**src/rtl/mem_bus_arbiter_pkg.sv**
```systemverilog
// Shared types and sizing for the unified memory-port arbiter and its tag owner table.
// Also provides a default `XLEN when the surrounding build has not defined one.
`ifndef XLEN
`define XLEN 32
`endif

package mem_bus_arbiter_pkg;

    localparam int NUM_TAGS     = 15;
    localparam int TAG_W        = 4;
    localparam int STARVE_LIMIT = 4;
    localparam int STARVE_W     = $clog2(STARVE_LIMIT + 1);

    typedef enum logic [1:0] {
        BUS_NONE  = 2'h0,
        BUS_LOAD  = 2'h1,
        BUS_STORE = 2'h2
    } BUS_COMMAND;

    typedef enum logic {
        OWNER_IF = 1'b0,
        OWNER_DC = 1'b1
    } MEM_OWNER;

    typedef struct packed {
        logic     valid;
        MEM_OWNER owner;
        logic     squashed;
    } MEM_TAG_ENTRY;

    // Counts consecutive denied fetch cycles without wrapping past the limit.
    function automatic logic [STARVE_W-1:0] starve_inc(input logic [STARVE_W-1:0] cnt);
        return (cnt == STARVE_W'(STARVE_LIMIT)) ? cnt : cnt + 1'b1;
    endfunction

    function automatic logic [31:0] sat_inc32(input logic [31:0] cnt, input logic en);
        return (en && cnt != 32'hFFFF_FFFF) ? cnt + 32'd1 : cnt;
    endfunction

endpackage

```
**src/rtl/mem_bus_arbiter_if.sv**
```systemverilog
// Bundle of the fetch, data-side and proc2mem/mem2proc signals around the arbiter.
// Statistics outputs appear only when MEM_ARB_STATS_EN is defined.
interface mem_bus_arbiter_if import mem_bus_arbiter_pkg::*; ();

    // Handshake: a requester raises *_req_valid and holds its fields until the
    // cycle in which *_req_accepted is 1; responses are single-cycle pulses.
    logic                if_req_valid;
    logic [`XLEN-1:0]    if_req_addr;
    logic                if_flush;
    logic                if_req_accepted;
    logic                if_resp_valid;
    logic [TAG_W-1:0]    if_resp_tag;
    logic [63:0]         if_resp_data;

    logic                dc_req_valid;
    BUS_COMMAND          dc_req_cmd;
    logic [`XLEN-1:0]    dc_req_addr;
    logic [63:0]         dc_req_data;
    logic                dc_req_accepted;
    logic [TAG_W-1:0]    dc_req_tag;
    logic                dc_resp_valid;
    logic [TAG_W-1:0]    dc_resp_tag;
    logic [63:0]         dc_resp_data;

    BUS_COMMAND          proc2mem_command;
    logic [`XLEN-1:0]    proc2mem_addr;
    logic [63:0]         proc2mem_data;
    logic [TAG_W-1:0]    mem2proc_response;
    logic [63:0]         mem2proc_data;
    logic [TAG_W-1:0]    mem2proc_tag;

`ifdef MEM_ARB_STATS_EN
    logic [31:0]         stat_if_grants;
    logic [31:0]         stat_dc_grants;
    logic [31:0]         stat_rejects;
    logic [31:0]         stat_squashed_drops;
`endif

    modport slave (
        input  if_req_valid, if_req_addr, if_flush,
        input  dc_req_valid, dc_req_cmd, dc_req_addr, dc_req_data,
        input  mem2proc_response, mem2proc_data, mem2proc_tag,
        output if_req_accepted, if_resp_valid, if_resp_tag, if_resp_data,
        output dc_req_accepted, dc_req_tag, dc_resp_valid, dc_resp_tag, dc_resp_data,
        output proc2mem_command, proc2mem_addr, proc2mem_data
`ifdef MEM_ARB_STATS_EN
        , output stat_if_grants, stat_dc_grants, stat_rejects, stat_squashed_drops
`endif
    );

    modport master (
        output if_req_valid, if_req_addr, if_flush,
        output dc_req_valid, dc_req_cmd, dc_req_addr, dc_req_data,
        output mem2proc_response, mem2proc_data, mem2proc_tag,
        input  if_req_accepted, if_resp_valid, if_resp_tag, if_resp_data,
        input  dc_req_accepted, dc_req_tag, dc_resp_valid, dc_resp_tag, dc_resp_data,
        input  proc2mem_command, proc2mem_addr, proc2mem_data
`ifdef MEM_ARB_STATS_EN
        , input stat_if_grants, stat_dc_grants, stat_rejects, stat_squashed_drops
`endif
    );

endinterface

```
**src/rtl/mem_tag_table.sv**
```systemverilog
// Owner table indexed by memory tag: records which side owns each outstanding tag
// and whether a fetch tag was squashed by a redirect. Tag 0 never holds an entry.
module mem_tag_table import mem_bus_arbiter_pkg::*; (
    input  logic             clock,
    input  logic             reset,
    input  logic             alloc_en_i,
    input  logic [TAG_W-1:0] alloc_tag_i,
    input  MEM_OWNER         alloc_owner_i,
    input  logic [TAG_W-1:0] lookup_tag_i,
    input  logic             clear_en_i,
    input  logic             flush_i,
    output MEM_TAG_ENTRY     lookup_entry_o
);

    localparam int DEPTH = 1 << TAG_W;

    MEM_TAG_ENTRY entries_q [DEPTH];
    MEM_TAG_ENTRY entries_d [DEPTH];

    assign lookup_entry_o = entries_q[lookup_tag_i];

    // Update order matters: squash, then clear on response, then allocation,
    // so a same-cycle allocation of a returning tag survives.
    always_comb begin
        for (int i = 0; i < DEPTH; i++) begin
            entries_d[i] = entries_q[i];
            if (i == 0 || i > NUM_TAGS) begin
                entries_d[i] = '0;
            end else begin
                if (flush_i && entries_q[i].valid && entries_q[i].owner == OWNER_IF) begin
                    entries_d[i].squashed = 1'b1;
                end
                if (clear_en_i && lookup_tag_i == TAG_W'(i)) begin
                    entries_d[i] = '0;
                end
                if (alloc_en_i && alloc_tag_i == TAG_W'(i)) begin
                    entries_d[i].valid    = 1'b1;
                    entries_d[i].owner    = alloc_owner_i;
                    entries_d[i].squashed = 1'b0;
                end
            end
        end
    end

    always_ff @(posedge clock) begin
        for (int i = 0; i < DEPTH; i++) begin
            if (!reset) begin
                entries_q[i] <= '0;
            end else begin
                entries_q[i] <= entries_d[i];
            end
        end
    end

endmodule

```
**src/rtl/mem_bus_arbiter.sv**
```systemverilog
// Arbitrates the single memory port between fetch and the data side, tracks tag
// ownership and routes responses back. Optional counters: define MEM_ARB_STATS_EN.
module mem_bus_arbiter import mem_bus_arbiter_pkg::*; (
    input  logic              clock,
    input  logic              reset,
    mem_bus_arbiter_if.slave  bus
);

    logic [STARVE_W-1:0] starve_q;
    logic [STARVE_W-1:0] starve_d;

    logic         fetch_req;
    logic         fetch_sel;
    logic         dc_sel;
    logic         mem_accept;
    logic         if_acc;
    logic         dc_acc;
    logic         alloc_en;
    MEM_OWNER     alloc_owner;
    logic         resp_present;
    logic         resp_hit;
    MEM_TAG_ENTRY resp_entry;

    // Data side wins by default; fetch wins when starved or when data is idle.
    // A fetch raised in a redirect cycle is stale and never reaches memory.
    always_comb begin
        fetch_req  = reset && bus.if_req_valid && !bus.if_flush;
        fetch_sel  = fetch_req && ((starve_q == STARVE_W'(STARVE_LIMIT)) || !bus.dc_req_valid);
        dc_sel     = reset && bus.dc_req_valid && !fetch_sel;
        mem_accept = (bus.mem2proc_response != '0);
        if_acc     = fetch_sel && mem_accept;
        dc_acc     = dc_sel && mem_accept;
    end

    always_comb begin
        alloc_en    = if_acc || (dc_acc && bus.dc_req_cmd == BUS_LOAD);
        alloc_owner = if_acc ? OWNER_IF : OWNER_DC;
    end

    assign bus.proc2mem_command = fetch_sel ? BUS_LOAD :
                                  (dc_sel ? bus.dc_req_cmd : BUS_NONE);
    assign bus.proc2mem_addr    = fetch_sel ? bus.if_req_addr :
                                  (dc_sel ? bus.dc_req_addr : '0);
    assign bus.proc2mem_data    = (dc_sel && bus.dc_req_cmd == BUS_STORE) ? bus.dc_req_data : '0;

    assign bus.if_req_accepted  = if_acc;
    assign bus.dc_req_accepted  = dc_acc;
    assign bus.dc_req_tag       = dc_acc ? bus.mem2proc_response : '0;

    mem_tag_table u_tag_table (
        .clock          (clock),
        .reset          (reset),
        .alloc_en_i     (alloc_en),
        .alloc_tag_i    (bus.mem2proc_response),
        .alloc_owner_i  (alloc_owner),
        .lookup_tag_i   (bus.mem2proc_tag),
        .clear_en_i     (resp_present),
        .flush_i        (bus.if_flush),
        .lookup_entry_o (resp_entry)
    );

    assign resp_present = reset && (bus.mem2proc_tag != '0);
    assign resp_hit     = resp_present && resp_entry.valid;

    // A fetch response in the redirect cycle itself belongs to the old path.
    assign bus.dc_resp_valid = resp_hit && (resp_entry.owner == OWNER_DC);
    assign bus.if_resp_valid = resp_hit && (resp_entry.owner == OWNER_IF) &&
                               !resp_entry.squashed && !bus.if_flush;
    assign bus.dc_resp_tag   = bus.mem2proc_tag;
    assign bus.dc_resp_data  = bus.mem2proc_data;
    assign bus.if_resp_tag   = bus.mem2proc_tag;
    assign bus.if_resp_data  = bus.mem2proc_data;

    always_comb begin
        if (!bus.if_req_valid || bus.if_flush || if_acc) begin
            starve_d = '0;
        end else begin
            starve_d = starve_inc(starve_q);
        end
    end

    always_ff @(posedge clock) begin
        if (!reset) begin
            starve_q <= '0;
        end else begin
            starve_q <= starve_d;
        end
    end

`ifdef MEM_ARB_STATS_EN
    logic [31:0] stat_if_q;
    logic [31:0] stat_dc_q;
    logic [31:0] stat_rej_q;
    logic [31:0] stat_drop_q;
    logic        squash_drop;
    logic        reject;

    assign reject      = (fetch_sel || dc_sel) && !mem_accept;
    assign squash_drop = resp_hit && (resp_entry.owner == OWNER_IF) &&
                         (resp_entry.squashed || bus.if_flush);

    always_ff @(posedge clock) begin
        if (!reset) begin
            stat_if_q   <= '0;
            stat_dc_q   <= '0;
            stat_rej_q  <= '0;
            stat_drop_q <= '0;
        end else begin
            stat_if_q   <= sat_inc32(stat_if_q, if_acc);
            stat_dc_q   <= sat_inc32(stat_dc_q, dc_acc);
            stat_rej_q  <= sat_inc32(stat_rej_q, reject);
            stat_drop_q <= sat_inc32(stat_drop_q, squash_drop);
        end
    end

    assign bus.stat_if_grants      = stat_if_q;
    assign bus.stat_dc_grants      = stat_dc_q;
    assign bus.stat_rejects        = stat_rej_q;
    assign bus.stat_squashed_drops = stat_drop_q;
`endif

endmodule

```
**src/flat_wrapper.sv**
```systemverilog
// flat-port wrapper written by rule: the top's interface ports become plain ports
module mem_bus_arbiter_flat import mem_bus_arbiter_pkg::*;
  (clock, reset, bus_if_req_valid, bus_if_req_addr, bus_if_flush, bus_dc_req_valid, bus_dc_req_cmd, bus_dc_req_addr, bus_dc_req_data, bus_mem2proc_response, bus_mem2proc_data, bus_mem2proc_tag, bus_if_req_accepted, bus_if_resp_valid, bus_if_resp_tag, bus_if_resp_data, bus_dc_req_accepted, bus_dc_req_tag, bus_dc_resp_valid, bus_dc_resp_tag, bus_dc_resp_data, bus_proc2mem_command, bus_proc2mem_addr, bus_proc2mem_data);
  mem_bus_arbiter_if bus_i ();
  input  logic clock;
  input  logic reset;
  input wire logic [$bits(bus_i.if_req_valid)-1:0] bus_if_req_valid;
  input wire logic [$bits(bus_i.if_req_addr)-1:0] bus_if_req_addr;
  input wire logic [$bits(bus_i.if_flush)-1:0] bus_if_flush;
  input wire logic [$bits(bus_i.dc_req_valid)-1:0] bus_dc_req_valid;
  input wire logic [$bits(bus_i.dc_req_cmd)-1:0] bus_dc_req_cmd;
  input wire logic [$bits(bus_i.dc_req_addr)-1:0] bus_dc_req_addr;
  input wire logic [$bits(bus_i.dc_req_data)-1:0] bus_dc_req_data;
  input wire logic [$bits(bus_i.mem2proc_response)-1:0] bus_mem2proc_response;
  input wire logic [$bits(bus_i.mem2proc_data)-1:0] bus_mem2proc_data;
  input wire logic [$bits(bus_i.mem2proc_tag)-1:0] bus_mem2proc_tag;
  output wire logic [$bits(bus_i.if_req_accepted)-1:0] bus_if_req_accepted;
  output wire logic [$bits(bus_i.if_resp_valid)-1:0] bus_if_resp_valid;
  output wire logic [$bits(bus_i.if_resp_tag)-1:0] bus_if_resp_tag;
  output wire logic [$bits(bus_i.if_resp_data)-1:0] bus_if_resp_data;
  output wire logic [$bits(bus_i.dc_req_accepted)-1:0] bus_dc_req_accepted;
  output wire logic [$bits(bus_i.dc_req_tag)-1:0] bus_dc_req_tag;
  output wire logic [$bits(bus_i.dc_resp_valid)-1:0] bus_dc_resp_valid;
  output wire logic [$bits(bus_i.dc_resp_tag)-1:0] bus_dc_resp_tag;
  output wire logic [$bits(bus_i.dc_resp_data)-1:0] bus_dc_resp_data;
  output wire logic [$bits(bus_i.proc2mem_command)-1:0] bus_proc2mem_command;
  output wire logic [$bits(bus_i.proc2mem_addr)-1:0] bus_proc2mem_addr;
  output wire logic [$bits(bus_i.proc2mem_data)-1:0] bus_proc2mem_data;
  assign bus_i.if_req_valid = bus_if_req_valid;
  assign bus_i.if_req_addr = bus_if_req_addr;
  assign bus_i.if_flush = bus_if_flush;
  assign bus_i.dc_req_valid = bus_dc_req_valid;
  assign bus_i.dc_req_cmd = bus_dc_req_cmd;
  assign bus_i.dc_req_addr = bus_dc_req_addr;
  assign bus_i.dc_req_data = bus_dc_req_data;
  assign bus_i.mem2proc_response = bus_mem2proc_response;
  assign bus_i.mem2proc_data = bus_mem2proc_data;
  assign bus_i.mem2proc_tag = bus_mem2proc_tag;
  assign bus_if_req_accepted = bus_i.if_req_accepted;
  assign bus_if_resp_valid = bus_i.if_resp_valid;
  assign bus_if_resp_tag = bus_i.if_resp_tag;
  assign bus_if_resp_data = bus_i.if_resp_data;
  assign bus_dc_req_accepted = bus_i.dc_req_accepted;
  assign bus_dc_req_tag = bus_i.dc_req_tag;
  assign bus_dc_resp_valid = bus_i.dc_resp_valid;
  assign bus_dc_resp_tag = bus_i.dc_resp_tag;
  assign bus_dc_resp_data = bus_i.dc_resp_data;
  assign bus_proc2mem_command = bus_i.proc2mem_command;
  assign bus_proc2mem_addr = bus_i.proc2mem_addr;
  assign bus_proc2mem_data = bus_i.proc2mem_data;
  mem_bus_arbiter u_core (.clock(clock), .reset(reset), .bus(bus_i));
endmodule
```
**config.mk**
```make
export PLATFORM = sky130hd
export DESIGN_NAME = mem_bus_arbiter_flat
export DESIGN_NICKNAME = d
export VERILOG_FILES = /design/src/rtl/mem_bus_arbiter_pkg.sv /design/src/rtl/mem_bus_arbiter_if.sv /design/src/rtl/mem_tag_table.sv /design/src/rtl/mem_bus_arbiter.sv /design/src/flat_wrapper.sv
export SDC_FILE = /design/constraint.sdc
export NUM_CORES = 1
export LEC_CHECK = 0
export CORE_AREA = 3 3 173 175
export CTS_BUF_LIST = sky130_fd_sc_hd__clkbuf_16
export DETAILED_ROUTE_END_ITERATION = 8
export DIE_AREA = 0 0 176 178
export PLACE_DENSITY_LB_ADDON = 0.2
export SLEW_MARGIN = 20
export SYNTH_ARGS = -nofsm -noshare
export SYNTH_HDL_FRONTEND = slang
export SYNTH_HIERARCHICAL = 1
export SYNTH_SLANG_ARGS = --single-unit
```
**constraint.sdc**
```tcl
create_clock -name clock -period 2.03 [get_ports clock]
set_input_delay 0.5075 -clock clock [delete_from_list [all_inputs] [get_ports clock]]
set_output_delay 0.5075 -clock clock [all_outputs]
set_load 0.03 [all_outputs]
```
==> reports/qor.txt, run 1 <==
startpoint types -> flip-flop
diode count -> 0
most used flip-flop cell after synthesis -> dfxtp_1
EDFF count, synth -> 0
R2R setup slack -> -0.17 ns
Worst-Margin Slew -> 0.433 ns
fillers -> 2,915
Yosys cell types -> 50
Ys Warns -> 6
critical path peak fanout -> 6
Max-slew headroom -> 71.1%
Place WS -> -1.01 ns
asr flop ratio synth -> 0%
Net Count, Synth -> 748
setup-violating endpoint count in the final report -> 146
synth top area cells -> buf_4, dfxtp_1, and2_2, a22o_1, a21boi_1
RePlAce Congestion -> 0.850
die height -> 178 um
Crit path arrival time -> 2.07 ns
post-synth top area share -> 22.8%
post-synthesis sequential element count -> 48
Worst EP required -> 1.52 ns
setup slack after layout -> -0.552 ns
Design Power -> 3.06 mW
Initial Util -> 15.7%
M1 wire length -> 13,600 um
crit path max-delay cell type -> dfxtp_2
Layout area overhead -> 101%
max cap viols -> 0
die area -> 31,300 um2
GRT overflow -> 0
DP HPWL -> 23,600 um
Via density -> 4.15
CP max stage delay -> 0.33 ns
area leader, netlist -> buf_4
vias in the first global route -> 4,808
DRC viols -> 0
Core ar. -> 28,600 um2
Longest Clk Path Bufs -> 2
count leader, synth -> buf_4
Syn Area/Cell -> 8.32 um2
router iterations before antenna repair -> 4
DR top layer -> met4
Clock Skews -> 0.00329 ns
TritonCTS sink count -> 48
H-tree levels -> 2
Max Fclk -> 387 MHz
WL met3 -> 5030 um
hold buffers post-CTS -> 0
number of CTS-inserted buffers -> 5
crit end category -> output port
Global Route Usage Sum -> 18.2%
final wirelength -> 30,100 um
first-pass GRT wire length -> 39,800 um
largest net degree at the start of global routing -> 44
PD cells -> 340 nW/um2
CP cell instances -> inv_2 -> ha_4 -> and4b_4 -> nor4b_4 -> buf_6 -> clkbuf_16 -> and2_4 -> buf_12
Buf/Inv on CP -> 4
Synth top cells by count -> buf_4, and2_2, nand2_1
Final Hold Fails -> 0
initial antenna violation count -> 0
clk_lat worst skew -> 0.29 ns
Boundary Pins -> 449
Mapped Area -> 4490 um2
Gate Count Post-Synth -> 539
Reg clk slew, reported paths -> 0.07 ns
CP top delay family -> simple AND/OR/NAND/NOR gates
CTS tree -> done
Leak -> 3.64 nW
FF/Latch Area -> 963 um2
final-report max-slew violation count -> 0
layout cell share with drive strength beyond 1 -> 53.2%
Multi-input gate area -> 2880 um2
outcome -> complete, but fails checks
Root Driver -> clkbuf_16
DRT antenna net count -> 0
Avg WL per Cell -> 26.7 um
RSZ-0062 raised after global routing -> yes
Layout Nets -> 953
vias post-DR -> 4,685
VDD IR max -> 0.000287 V
Setup CP Type -> reg -> out
Final Cycle Share -> 127%
met2 wire len -> 10,800 um
floorplan row count -> 62
worst hold slack -> 0.476 ns
initial drt markers -> 297
failing checks -> setup timing
Hold Crit Class -> reg -> reg
sequential fraction of the synthesis area -> 21.4%
IO Port Bufs -> 256
min cycle time layout -> 2.58 ns
Die X -> 176 um
[path summary, 6_finish.rpt]
path,start,to,depth (start not counted)
max reg2reg,u_core/starve_q[0],u_core/u_tag_table/entries_q[4][1],10
min,u_core/u_tag_table/entries_q[13][2],u_core/u_tag_table/entries_q[13][2],2
max,u_core/starve_q[0],bus_proc2mem_data[5],8
min reg2reg,u_core/u_tag_table/entries_q[13][2],u_core/u_tag_table/entries_q[13][2],2
[state kept, by name, indices dropped and copies added, names as in the netlist]
register / cells
u_core/starve_q: 3
u_core/u_tag_table/entries_q: 45
[power breakdown]
part / switching, mW / leakage (nW) / internal [mW]
combinational: 0.565 / 3.18 / 0.721
sequential: 0.00476 / 0.388 / 0.948
clock: 0.371 / 0.0710 / 0.449
[worst reg2reg max path: stages (launching register included)]
cell	delay [ns]
dfxtp_2	0.33
inv_2	0.05
ha_4	0.15
and4b_4	0.21
or3_2	0.49
a21oi_4	0.21
and3b_2	0.23
buf_6	0.14
and3_1	0.19
a31oi_1	0.05
nor2b_1	0.10
[cells in the final DEF (no fill, tap or decap), types with 9 or more instances in the layout]
cell,synthesis,routed
clkdlybuf4s50_1,0,129
buf_12,0,76
buf_4,136,75
and2_4,0,69
buf_6,5,56
dfxtp_1,48,46
nand2_1,50,42
a22o_4,0,30
a21boi_1,26,26
nand3_1,25,20
nor2_1,14,13
o2111a_1,11,11
clkbuf_16,0,10
nand2_2,4,10
mux4_2,8,9
[metal layers]
| layer | GRT usage (%) | vias to the layer above |
|---|---|---|
| li1 | - | 2157 |
| met1 | 25.3 | 2225 |
| met2 | 21.8 | 226 |
| met3 | 12.9 | 77 |
| met4 | 4.59 | 0 |
| met5 | 0 | - |
[final cells by class]
class / instances / area share, %
multi-input cells: 318 / 31.9
clock inverters: 3 / 0.153
clock buffers: 5 / 1.39
well taps: 384 / 5.33
inverters: 6 / 0.250
repair buffers: 365 / 50.2
flip-flops and latches: 48 / 10.7
[metrics by stage]
stage	instance area (um2)	util, %	instances	setup TNS, ns
5_1_grt	9010	31.5	1129	-68.49
3_5_place_dp	7610	26.6	1076	-115.64
6_report	9010	31.5	1129	-56.27
4_1_cts	8490	29.7	1117	-50.97
2_1_floorplan	4730	-	539	-12.44
3_3_place_gp	7610	26.6	1076	-117.15
[cells by family after synthesis]
group / after synthesis / synth area share, %
AOI/OAI and AO/OA: 95 / 17.3
adders and majority gates: 2 / 0.558
buffers and inverters: 173 / 27.1
DFF: 48 / 21.4
muxes: 13 / 5.72
and+or+nand+nor: 208 / 27.9
[repair_timing]
| action | CTS | global route |
|---|---|---|
| resized for setup | 122 | 69 |
| pin swaps | 17 | 33 |
| buffers inserted | 24 | 9 |
| gates cloned | 9 | 6 |
| setup endpoints to repair | 153 | 151 |
Power figures use the tool's default switching activity.
==> run 2, diff against run 1 <==
--- a/config.mk
+++ b/config.mk
@@ -5,10 +5,10 @@
 export SDC_FILE = /design/constraint.sdc
 export NUM_CORES = 1
 export LEC_CHECK = 0
-export CORE_AREA = 3 3 173 175
+export CORE_AREA = 3 3 176 178
 export CTS_BUF_LIST = sky130_fd_sc_hd__clkbuf_16
 export DETAILED_ROUTE_END_ITERATION = 8
-export DIE_AREA = 0 0 176 178
+export DIE_AREA = 0 0 179 181
 export PLACE_DENSITY_LB_ADDON = 0.2
 export SLEW_MARGIN = 20
 export SYNTH_ARGS = -nofsm -noshare
==> reports/qor.txt, run 2 (synthesis results as in run 1) <==
Crit path arrival time -> 2.06 ns (about the same)
Leak -> 3.64 nW (about the same)
failing checks -> setup timing
DRT antenna net count -> 0 (unchanged)
final non-filler cell total -> 1,126 (-0.27%)
initial antenna violation count -> 4 (+4)
Longest Clk Path Bufs -> 2 (unchanged)
max cap viols -> 0 (unchanged)
Place WS -> -1.04 ns (-0.0226 ns)
hold buffers post-CTS -> 0 (unchanged)
crit end category -> output port
max reg flops -> 45 (unchanged)
initial drt markers -> 156 (-47%)
CTS tree -> done
Initial Util -> 15.2% (-0.50 points)
Worst EP required -> 1.52 ns (about the same)
Clock Skews -> 0.00360 ns (+0.000309 ns)
Layout area overhead -> 101% (about the same)
number of CTS-inserted buffers -> 5 (unchanged)
Reg clk slew, reported paths -> 0.06 ns (about the same)
Root Driver -> clkbuf_16
IO Port Bufs -> 256 (unchanged)
TritonCTS sink count -> 48 (unchanged)
floorplan row count -> 63 (+1.6%)
setup-violating endpoint count in the final report -> 136 (-6.8%)
Avg WL per Cell -> 25.1 um (-5.9%)
layout cell share with drive strength beyond 1 -> 56.9% (+3.7 points)
Setup CP Type -> reg -> out
die height -> 181 um (+1.7%)
Max-slew headroom -> 71.5% (+0.32 points)
largest net degree at the start of global routing -> 45 (+2.3%)
Critical R2R Launch -> u_core/starve_q[0]
setup tns final -> -51.51 ns (+4.77 ns)
H-tree levels -> 2 (unchanged)
Global Route Usage Sum -> 16.8% (-1.4 points)
most frequent cells in the layout -> clkdlybuf4s50_1, buf_12, and2_4
first-pass GRT wire length -> 38,200 um (-4.1%)
commonest non-fill, non-tap cell in the layout -> clkdlybuf4s50_1
GRT overflow -> 0 (unchanged)
critical path peak fanout -> 12 (+6)
Final Cycle Share -> 126% (-0.80 points)
startpoint types -> flip-flop
Largest Register -> u_core/u_tag_table/entries_q
PD cells -> 332 nW/um2 (-2.3%)
worst hold slack -> 0.479 ns (+0.00302 ns)
final-report max-slew violation count -> 0 (unchanged)
Final Hold Fails -> 0 (unchanged)
outcome -> complete, but fails checks
Hold Crit Class -> reg -> reg
final wirelength -> 28,200 um (-6.2%)
Max Fclk -> 390 MHz (+0.64%)
Core Util, Final -> 30.5% (-0.97 points)
DP HPWL -> 22,500 um (-4.5%)
Boundary Pins -> 449 (unchanged)
clk_lat worst skew -> 0.29 ns (about the same)
Worst-Margin Slew -> 0.428 ns (-0.00480 ns)
Via density -> 4.07 (-1.9%)
vias in the first global route -> 4,871 (+1.3%)
RePlAce Congestion -> 0.900 (+5.9%)
die area -> 32,400 um2 (+3.4%)
Die X -> 179 um (+1.7%)
Design Power -> 2.99 mW (-2.2%)
fillers -> 3,039 (+4.3%)
Area after DPL -> 7510 um2 (-1.3%)
DRC viols -> 0 (unchanged)
vias post-DR -> 4,583 (-2.2%)
VDD IR max -> 0.000292 V (+1.8%)
router iterations before antenna repair -> 6 (+2)
crit path capture -> bus_proc2mem_data[55]
Layout Nets -> 944 (-0.94%)
min cycle time layout -> 2.57 ns (-0.0163 ns)
Critical Path Start -> u_core/starve_q[0]
Multi-input gate area -> 3060 um2 (+6.4%)
leading registers by flop count -> u_core/u_tag_table/entries_q (45), u_core/starve_q (3)
Cell Count Post-Placement -> 1,079 (+0.28%)
setup slack after layout -> -0.535 ns (+0.0163 ns)
Core ar. -> 29,600 um2 (+3.3%)
R2R Path End -> u_core/u_tag_table/entries_q[5][1]
Worst Reg-to-Reg Cells -> 11 (+1)
R2R setup slack -> -0.11 ns (+0.06 ns)
RSZ-0062 raised after global routing -> yes
Final Cell Area -> 9020 um2 (about the same)
FF/Latch Area -> 963 um2 (unchanged)
## run 2: cell types whose count changed in the layout (fill, tap and decap cells not counted), sizes merged
| cell | before | now |
|---|---|---|
| diode | 0 | 1 |
| clkdlybuf4s15 | 3 | 1 |
| clkdlybuf4s50 | 129 | 128 |
| dlymetal6s2s | 0 | 1 |
| clkinv | 3 | 1 |
| dlygate4sd2 | 5 | 7 |
| clkbuf | 10 | 7 |
| inv | 6 | 7 |
| buf | 223 | 217 |
## run 2: layout make-up
type	count	area share, %
diodes	1	0.0278
repair buffers	356	48.2
well taps	390	5.41
inverters	6	0.250
flip-flops and latches	48	10.7
multi-input cells	318	34.0
clock inverters	2	0.0971
clock buffers	5	1.39
## run 2: worst max-delay path: stages (launching register included)
cell     delay [ns]
dfxtp_2        0.33
inv_2          0.05
ha_4           0.16
and4b_4        0.19
nor4b_4        0.35
buf_6          0.17
buf_12         0.11
buf_16         0.13
and2_4         0.15
buf_12         0.13
## run 2: repair_timing
item | 4_1_cts | 5_1_grt
gates resized for setup | 198 | 45
cloned | 9 | 2
setup buffers | 29 | 6
endpoints found under the setup margin | 151 | 151
pin swaps | 41 | 34
## run 2: how the worst min path moves through the flow
stage | depth (start not counted) | end | from
finish | 2 | u_core/u_tag_table/entries_q[8][2] | u_core/u_tag_table/entries_q[8][2]
global placement | 2 | u_core/u_tag_table/entries_q[11][2] | u_core/u_tag_table/entries_q[11][2]
floorplan | 2 | u_core/u_tag_table/entries_q[12][0] | u_core/u_tag_table/entries_q[12][0]
global route | 2 | u_core/u_tag_table/entries_q[8][2] | u_core/u_tag_table/entries_q[8][2]
CTS | 2 | u_core/u_tag_table/entries_q[13][2] | u_core/u_tag_table/entries_q[13][2]
detailed placement | 2 | u_core/u_tag_table/entries_q[13][2] | u_core/u_tag_table/entries_q[13][2]
## run 2: metal layers
| metal | up-vias | routed length (um) | global-route usage [%] |
|---|---|---|---|
| li1 | 2139 | - | - |
| met1 | 2147 | 11700 | 21.1 |
| met2 | 212 | 10500 | 21.1 |
| met3 | 79 | 5320 | 14.8 |
| met4 | 6 | 661 | 3.93 |
| met5 | - | 32 | 0 |
## run 2: where the power goes
group | leakage (nW) | internal [mW] | switching (mW)
clock network | 0.0709 | 0.444 | 0.357
registers | 0.388 | 0.948 | 0.00515
logic | 3.18 | 0.694 | 0.544
total | 3.64 | 2.09 | 0.906
